--- src/rtl/rmw_request_port.sv ---
// Requester-side RMW port: buffers increment requests, issues read then write to the bank
// scheduler, re-issues conflicted accesses. Optional SAT_ADD_EN selects a saturating add.
module rmw_request_port #(
    parameter int unsigned ADDR_WIDTH = 13,
    parameter int unsigned DATA_WIDTH = 32,
    parameter int unsigned FIFO_DEPTH = 4,
    parameter int unsigned MAX_RETRY  = 15
) (
    input  logic                  clk,
    input  logic                  rst,
    input  logic                  req_valid,
    output logic                  req_ready,
    input  logic [ADDR_WIDTH-1:0] req_addr,
    input  logic [DATA_WIDTH-1:0] req_incr,
    output logic [ADDR_WIDTH-1:0] mem_addr,
    output logic [DATA_WIDTH-1:0] mem_wdata,
    output logic                  mem_we,
    output logic                  mem_req,
    input  logic [DATA_WIDTH-1:0] mem_rdata,
    input  logic                  conflict,
    output logic                  done_valid,
    output logic [ADDR_WIDTH-1:0] done_addr,
    output logic [DATA_WIDTH-1:0] done_data,
    output logic                  busy,
    output logic                  retry_err
);

    localparam int unsigned PtrW   = $clog2(FIFO_DEPTH);
    localparam int unsigned CntW   = PtrW + 1;
    localparam int unsigned RetryW = $clog2(MAX_RETRY + 1);

    typedef enum logic [2:0] {StIdle, StRd, StRdw, StWr, StWrw} stateT;

    stateT                 stateQ;
    logic [ADDR_WIDTH-1:0] fifoAddr [FIFO_DEPTH];
    logic [DATA_WIDTH-1:0] fifoIncr [FIFO_DEPTH];
    logic [PtrW-1:0]       wrPtrQ, rdPtrQ;
    logic [CntW-1:0]       cntQ, cntD;
    logic [RetryW-1:0]     retryCntQ;
    logic                  retryErrQ;
    logic                  memReqQ, memWeQ;
    logic [ADDR_WIDTH-1:0] memAddrQ, addrQ;
    logic [DATA_WIDTH-1:0] memWdataQ, incrQ, sumQ, sumNext;
    logic                  push, pop, fifoEmpty;

    assign fifoEmpty = (cntQ == '0);
    assign req_ready = (cntQ != CntW'(FIFO_DEPTH));
    assign push      = req_valid && req_ready;
    assign pop       = (stateQ == StIdle) && !fifoEmpty;

`ifdef SAT_ADD_EN
    logic [DATA_WIDTH:0] rawSum;
    assign rawSum  = {1'b0, mem_rdata} + {1'b0, incrQ};
    assign sumNext = rawSum[DATA_WIDTH] ? '1 : rawSum[DATA_WIDTH-1:0];
`else
    assign sumNext = mem_rdata + incrQ;
`endif

    always_comb begin
        cntD = cntQ;
        if (push && !pop) begin
            cntD = cntQ + CntW'(1);
        end else if (pop && !push) begin
            cntD = cntQ - CntW'(1);
        end
    end

    // Storage carries no reset; validity is tracked by the count.
    always_ff @(posedge clk) begin
        if (push) begin
            fifoAddr[wrPtrQ] <= req_addr;
            fifoIncr[wrPtrQ] <= req_incr;
        end
    end

    always_ff @(posedge clk) begin
        if (rst) begin
            stateQ    <= StIdle;
            wrPtrQ    <= '0;
            rdPtrQ    <= '0;
            cntQ      <= '0;
            retryCntQ <= '0;
            retryErrQ <= 1'b0;
            memReqQ   <= 1'b0;
            memWeQ    <= 1'b0;
            memAddrQ  <= '0;
            memWdataQ <= '0;
            addrQ     <= '0;
            incrQ     <= '0;
            sumQ      <= '0;
        end else begin
            cntQ      <= cntD;
            retryErrQ <= 1'b0;
            if (push) begin
                wrPtrQ <= wrPtrQ + PtrW'(1);
            end
            // Conflict only matters in the cycle after an access was issued.
            if ((stateQ == StRdw || stateQ == StWrw) && conflict &&
                retryCntQ != RetryW'(MAX_RETRY)) begin
                retryCntQ <= retryCntQ + RetryW'(1);
                if (retryCntQ == RetryW'(MAX_RETRY - 1)) begin
                    retryErrQ <= 1'b1;
                end
            end
            case (stateQ)
                StIdle: begin
                    if (!fifoEmpty) begin
                        addrQ    <= fifoAddr[rdPtrQ];
                        incrQ    <= fifoIncr[rdPtrQ];
                        memAddrQ <= fifoAddr[rdPtrQ];
                        rdPtrQ   <= rdPtrQ + PtrW'(1);
                        memReqQ  <= 1'b1;
                        memWeQ   <= 1'b0;
                        stateQ   <= StRd;
                    end
                end
                StRd: begin
                    memReqQ <= 1'b0;
                    stateQ  <= StRdw;
                end
                StRdw: begin
                    memReqQ <= 1'b1;
                    if (conflict) begin
                        stateQ <= StRd;
                    end else begin
                        sumQ      <= sumNext;
                        memWdataQ <= sumNext;
                        memWeQ    <= 1'b1;
                        retryCntQ <= '0;
                        stateQ    <= StWr;
                    end
                end
                StWr: begin
                    memReqQ   <= 1'b0;
                    memWeQ    <= 1'b0;
                    memWdataQ <= '0;
                    stateQ    <= StWrw;
                end
                StWrw: begin
                    if (conflict) begin
                        memReqQ   <= 1'b1;
                        memWeQ    <= 1'b1;
                        memWdataQ <= sumQ;
                        stateQ    <= StWr;
                    end else begin
                        retryCntQ <= '0;
                        memAddrQ  <= '0;
                        stateQ    <= StIdle;
                    end
                end
                default: stateQ <= StIdle;
            endcase
        end
    end

    assign mem_req    = memReqQ;
    assign mem_we     = memWeQ;
    assign mem_addr   = memAddrQ;
    assign mem_wdata  = memWdataQ;
    assign retry_err  = retryErrQ;
    assign busy       = (stateQ != StIdle) || !fifoEmpty;
    // A commit coinciding with reset is discarded.
    assign done_valid = (stateQ == StWrw) && !conflict && !rst;
    assign done_addr  = done_valid ? addrQ : '0;
    assign done_data  = done_valid ? sumQ : '0;

endmodule

--- config.mk ---
export PLATFORM = sky130hd
export DESIGN_NAME = rmw_request_port
export DESIGN_NICKNAME = d
export VERILOG_FILES = /design/src/rtl/rmw_request_port.sv
export SDC_FILE = /design/constraint.sdc
export NUM_CORES = 1
export LEC_CHECK = 0
export CAP_MARGIN = 25
export CELL_PAD_IN_SITES_DETAIL_PLACEMENT = 0
export CELL_PAD_IN_SITES_GLOBAL_PLACEMENT = 1
export CORE_ASPECT_RATIO = 1.75
export CORE_MARGIN = 3
export CORE_UTILIZATION = 40
export DETAILED_ROUTE_END_ITERATION = 16
export GPL_TIMING_DRIVEN = 0
export PLACE_DENSITY_LB_ADDON = 0.25
export SETUP_SLACK_MARGIN = 0.1
export SKIP_LAST_GASP = 1
export SYNTH_ARGS = -nofsm -noshare
export SYNTH_HDL_FRONTEND = slang
export SYNTH_SLANG_ARGS = --single-unit
--- constraint.sdc ---
create_clock -name clk -period 2.5 [get_ports clk]
set_clock_uncertainty 0.15 [all_clocks]
set_input_delay 0.25 -clock clk [delete_from_list [all_inputs] [get_ports clk]]
set_output_delay 0.25 -clock clk [all_outputs]
set_load 0.1 [all_outputs]
==> impl_table.tex <==
\begin{tabular}{lr}
\hline
Metric & Value \\
\hline
\multicolumn{2}{l}{\textbf{Worst setup path}} \\
\quad Endpoint class of the critical path & flip-flop \\
\quad Buffer and inverter count on the worst path & 0 \\
\quad Worst Path Class, Setup & flip-flop to flip-flop \\
\quad Critical Path Max Stage Delay & 0.45 ns \\
\quad Crit path arrival time & 3.08 ns \\
\quad Stages on the worst setup path & 9 \\
\quad CP delay by family, top & compound AO/OA/AOI/OAI gates \\
\quad List of cells traversed by the critical path & ha\_4, a21o\_1, a221o\_1, a21oi\_2, a2111oi\_4, nor2\_2, a31o\_4, or4\_1, a311oi\_2 \\
\quad Crit-path slowest cell & a2111oi\_4 \\
\quad Data required time of the critical path & 2.82 ns \\
\quad Worst setup SP type & flip-flop \\
\quad Reg2reg path depth & 9 \\
\quad Crit-path max FO & 6 \\
\multicolumn{2}{l}{\textbf{Synthesis}} \\
\quad FFs w/ async S/R, synth & 0\% \\
\quad YS warnings & 0 \\
\quad Cell taking the most area after synthesis & edfxtp\_1 \\
\quad Cell Area, Synth & 0.0140 mm2 \\
\quad Post-synthesis average cell area & 11.6 um2 \\
\quad Number of distinct library cell variants in the gate-level netlist after synthesis & 60 \\
\quad Cells after synthesis & 1205 \\
\quad Sequential element share of the synthesized area & 58.9\% \\
\quad EDFF count, synth & 180 \\
\quad Synthesis-stage register bit count & 321 \\
\quad Post-synthesis net count & 1326 \\
\quad Fraction of synthesized cell area taken by the top area cell type & 38.7\% \\
\quad Post-synth top flop & edfxtp\_1 \\
\quad Dominant cells by area after synthesis & edfxtp\_1, dfxtp\_1, mux4\_2 \\
\multicolumn{2}{l}{\textbf{Floorplanning}} \\
\quad Die outline width & 147 um \\
\quad Cell Rows & 89 \\
\quad Core footprint & 0.0341 mm2 \\
\quad Vertical extent of the die & 253 um \\
\quad Effective utilization at floorplan & 41.0\% \\
\quad I/O pin total & 177 \\
\quad Die area & 0.0373 mm2 \\
\multicolumn{2}{l}{\textbf{GRT}} \\
\quad Initial antenna violation count & 0 \\
\quad Total track usage & 21.7\% \\
\quad First-pass GRT wire length & 61900 um \\
\quad Number of global-route vias before repair & 10600 \\
\quad Largest net degree at the start of global routing & 34 \\
\quad Grt ovf & 0 \\
\multicolumn{2}{l}{\textbf{Timing}} \\
\quad RSZ-0062 raised after global routing & yes \\
\quad Final setup violation count & 49 \\
\quad Final WS setup & -0.261 ns \\
\quad Number of pins with negative max-slew slack in the final report & 0 \\
\quad Total count of hold-check failures in the final report & 0 \\
\quad Post-route fraction of the period consumed by the critical path & 110\% \\
\quad Max-slew headroom & 29.3\% \\
\quad Minimum clock period after layout & 2.76 ns \\
\quad Highest attainable clock frequency & 362 MHz \\
\quad Pin slew with the least headroom to its limit & 1.06 ns \\
\multicolumn{2}{l}{\textbf{Job}} \\
\quad Number of max-cap violations & 0 \\
\multicolumn{2}{l}{\textbf{Detailed routing}} \\
\quad Vias & 10300 \\
\quad Number of DRC markers after the initial detailed-route iteration & 464 \\
\quad DRC violation count after routing & 0 \\
\quad Vias per cell & 5.33 \\
\quad Detail Route Antenna Nets & 0 \\
\quad Count of TritonRoute iterations in the first routing pass & 4 \\
\quad Total Wirelength & 41400 um \\
\quad Wire length per cell after detailed routing & 21.4 um \\
\multicolumn{2}{l}{\textbf{Finish}} \\
\quad Net total in the final layout & 1580 \\
\quad Final non-filler cell total & 1937 \\
\quad Post-layout util & 56.8\% \\
\quad Ratio of cells with drive above 1 in the final layout & 27.4\% \\
\quad ANT cells & 0 \\
\quad Area added between synthesis and finish & 38.6\% \\
\quad Filler Cell Count & 2971 \\
\multicolumn{2}{l}{\textbf{Placement}} \\
\quad Dpl ws & -1.10 ns \\
\quad Number of I/O port buffers & 176 \\
\quad Count of placed standard cells including taps & 1841 \\
\quad Post-DP HPWL & 31400 um \\
\quad GP Congestion & 0.914 \\
\multicolumn{2}{l}{\textbf{Clock network}} \\
\quad Number of H-tree levels & 1 \\
\quad Total clock buffers created by CTS & 29 \\
\quad Buffers from clock root to sink, at most & 3 \\
\quad Count of hold buffers inserted by post-cts repair & 0 \\
\quad Clock tree from TritonCTS & yes \\
\quad Clock Pin Slew Worst Setup and Hold Paths & 0.07 ns \\
\quad CTS root buf & clkbuf\_16 \\
\quad Clock latency reported for the late side of the worst-skew pair & 0.56 ns \\
\quad Clock Sink Count & 321 \\
\multicolumn{2}{l}{\textbf{Status}} \\
\quad Run status & finished, violations left \\
\quad Violated checks & setup timing \\
\multicolumn{2}{l}{\textbf{Worst hold path}} \\
\quad Hold WC Path Type & input pin to flip-flop \\
\quad Cell depth of the worst hold path & 1 \\
\multicolumn{2}{l}{\textbf{Pwr}} \\
\quad Total power after layout & 21400 uW \\
\quad Reported leakage power & 0.00695 uW \\
\quad Maximum ir drop on the vdd rail & 0.578 mV \\
\quad Power density over cell area & 1110 mW/mm2 \\
\hline
\end{tabular}
## state kept, by name, indices dropped and copies added (netlist names), 2 cells and up, named ones only
signal,cells
fifoAddr,52
stateQ,3
addrQ,13
rdPtrQ,2
cntQ,3
mem_wdata,32
retryCntQ,4
mem_addr,13
sumQ,32
wrPtrQ,2
fifoIncr,128
incrQ,32
## path summary, 6_finish.rpt
kind                                  from                          to  slack [ns]
setup / recovery     incrQ[6]$_SDFFE_PP0P_  mem_wdata[29]$_SDFFE_PP0P_       -0.26
hold / removal                 req_addr[9]    fifoAddr[1][9]$_DFFE_PP_        0.17
setup reg to reg     incrQ[6]$_SDFFE_PP0P_  mem_wdata[29]$_SDFFE_PP0P_       -0.26
hold reg to reg   mem_addr[0]$_SDFFE_PP0P_    mem_addr[0]$_SDFFE_PP0P_        0.30
## synthesized netlist by cell type, types with 4 or more instances
cell type,number
buf_1,6
mux4_2,45
nand4_1,7
o21ai_0,33
nand3b_1,7
nand3_1,19
xnor2_1,23
clkbuf_1,61
o21bai_1,6
nor2b_1,5
or3_1,12
or4_1,4
a31oi_1,12
o21a_1,4
a211oi_1,7
a21o_1,14
nor2_1,77
xor2_1,9
o311ai_0,4
and2_1,52
nand2_1,178
nor3_1,35
inv_1,16
nand2b_1,7
ha_1,38
edfxtp_1,180
a21oi_1,126
and3_1,7
mux2i_1,7
dfxtp_1,141
a221oi_1,21
## metal layers
layer | track usage [%] | vias to the layer above | part of all wire, %
met3 | 2.47 | 89 | 3.4
met4 | 11.1 | 0 | 5.8
met5 | 0 | - | 0
li1 | - | 4941 | -
met1 | 22.6 | 5044 | 35
met2 | 42.2 | 241 | 56
## area by class of cell
type | instances | area [um2] | area share [%]
well taps | 455 | 569 | 2.94
repair buffers | 227 | 2660 | 13.8
inverters | 17 | 63.8 | 0.330
clock inverters | 21 | 233 | 1.20
flip-flops and latches | 321 | 8260 | 42.7
multi-input cells | 798 | 6480 | 33.5
plain buffers | 65 | 338 | 1.75
clock buffers | 33 | 741 | 3.83
## stage by stage
stage	setup TNS [ns]	hold WS (ns)	instance area, um2
after global placement	-142.09	0.290	16500
after CTS	-11.94	0.141	18500
after global routing	-9.79	0.162	19300
final	-5.31	0.166	19300
after floorplan	-0.309	0.199	14100
after detailed placement	-87.39	0.294	16600
## power by group
| part | switching, uW | internal (uW) | total (uW) | leakage [uW] |
|---|---|---|---|---|
| Combinational | 6380 | 3350 | 9730 | 0.00367 |
| Clock | 1920 | 2640 | 4560 | 0.000471 |
| Sequential | 537 | 6570 | 7100 | 0.00281 |
| Total | 8830 | 12600 | 21400 | 0.00695 |
## cell families after synthesis
family,synth area share [%]
compound gates,11.0
xor+xnor,2.01
fa+ha+maj,3.69
buf+inv,2.33
flops,58.9
mux,7.76
simple gates,14.3
## layout by cell type (no fill, tap or decap), types with 8 or more instances in the layout
cell,Yosys,routed
buf_4,0,30
dfxtp_2,0,10
clkdlybuf4s50_1,0,80
buf_6,0,18
ha_4,0,11
or3_1,12,10
a21o_1,14,14
a21oi_1,126,105
edfxtp_1,180,180
xnor2_1,23,11
clkbuf_16,0,31
ha_1,38,21
a21oi_2,1,16
and2_4,0,44
nor3_2,0,9
clkbuf_1,61,42
nor2_1,77,72
nand3_1,19,17
inv_1,16,16
mux4_2,45,45
o21ai_0,33,21
dlygate4sd2_1,0,48
buf_8,0,8
buf_12,0,45
nand2_1,178,171
dfxtp_1,141,126
a221oi_1,21,8
nor3_1,35,24
a221oi_2,0,11
clkbuf_2,0,11
## timing repair
action / CTS / global route
gates resized for setup: 549 / 193
setup buffers: 23 / 20
pin swaps: 53 / 47
gates cloned: 0 / 4
setup endpoints to repair: 194 / 130
Power figures use the tool's default switching activity.
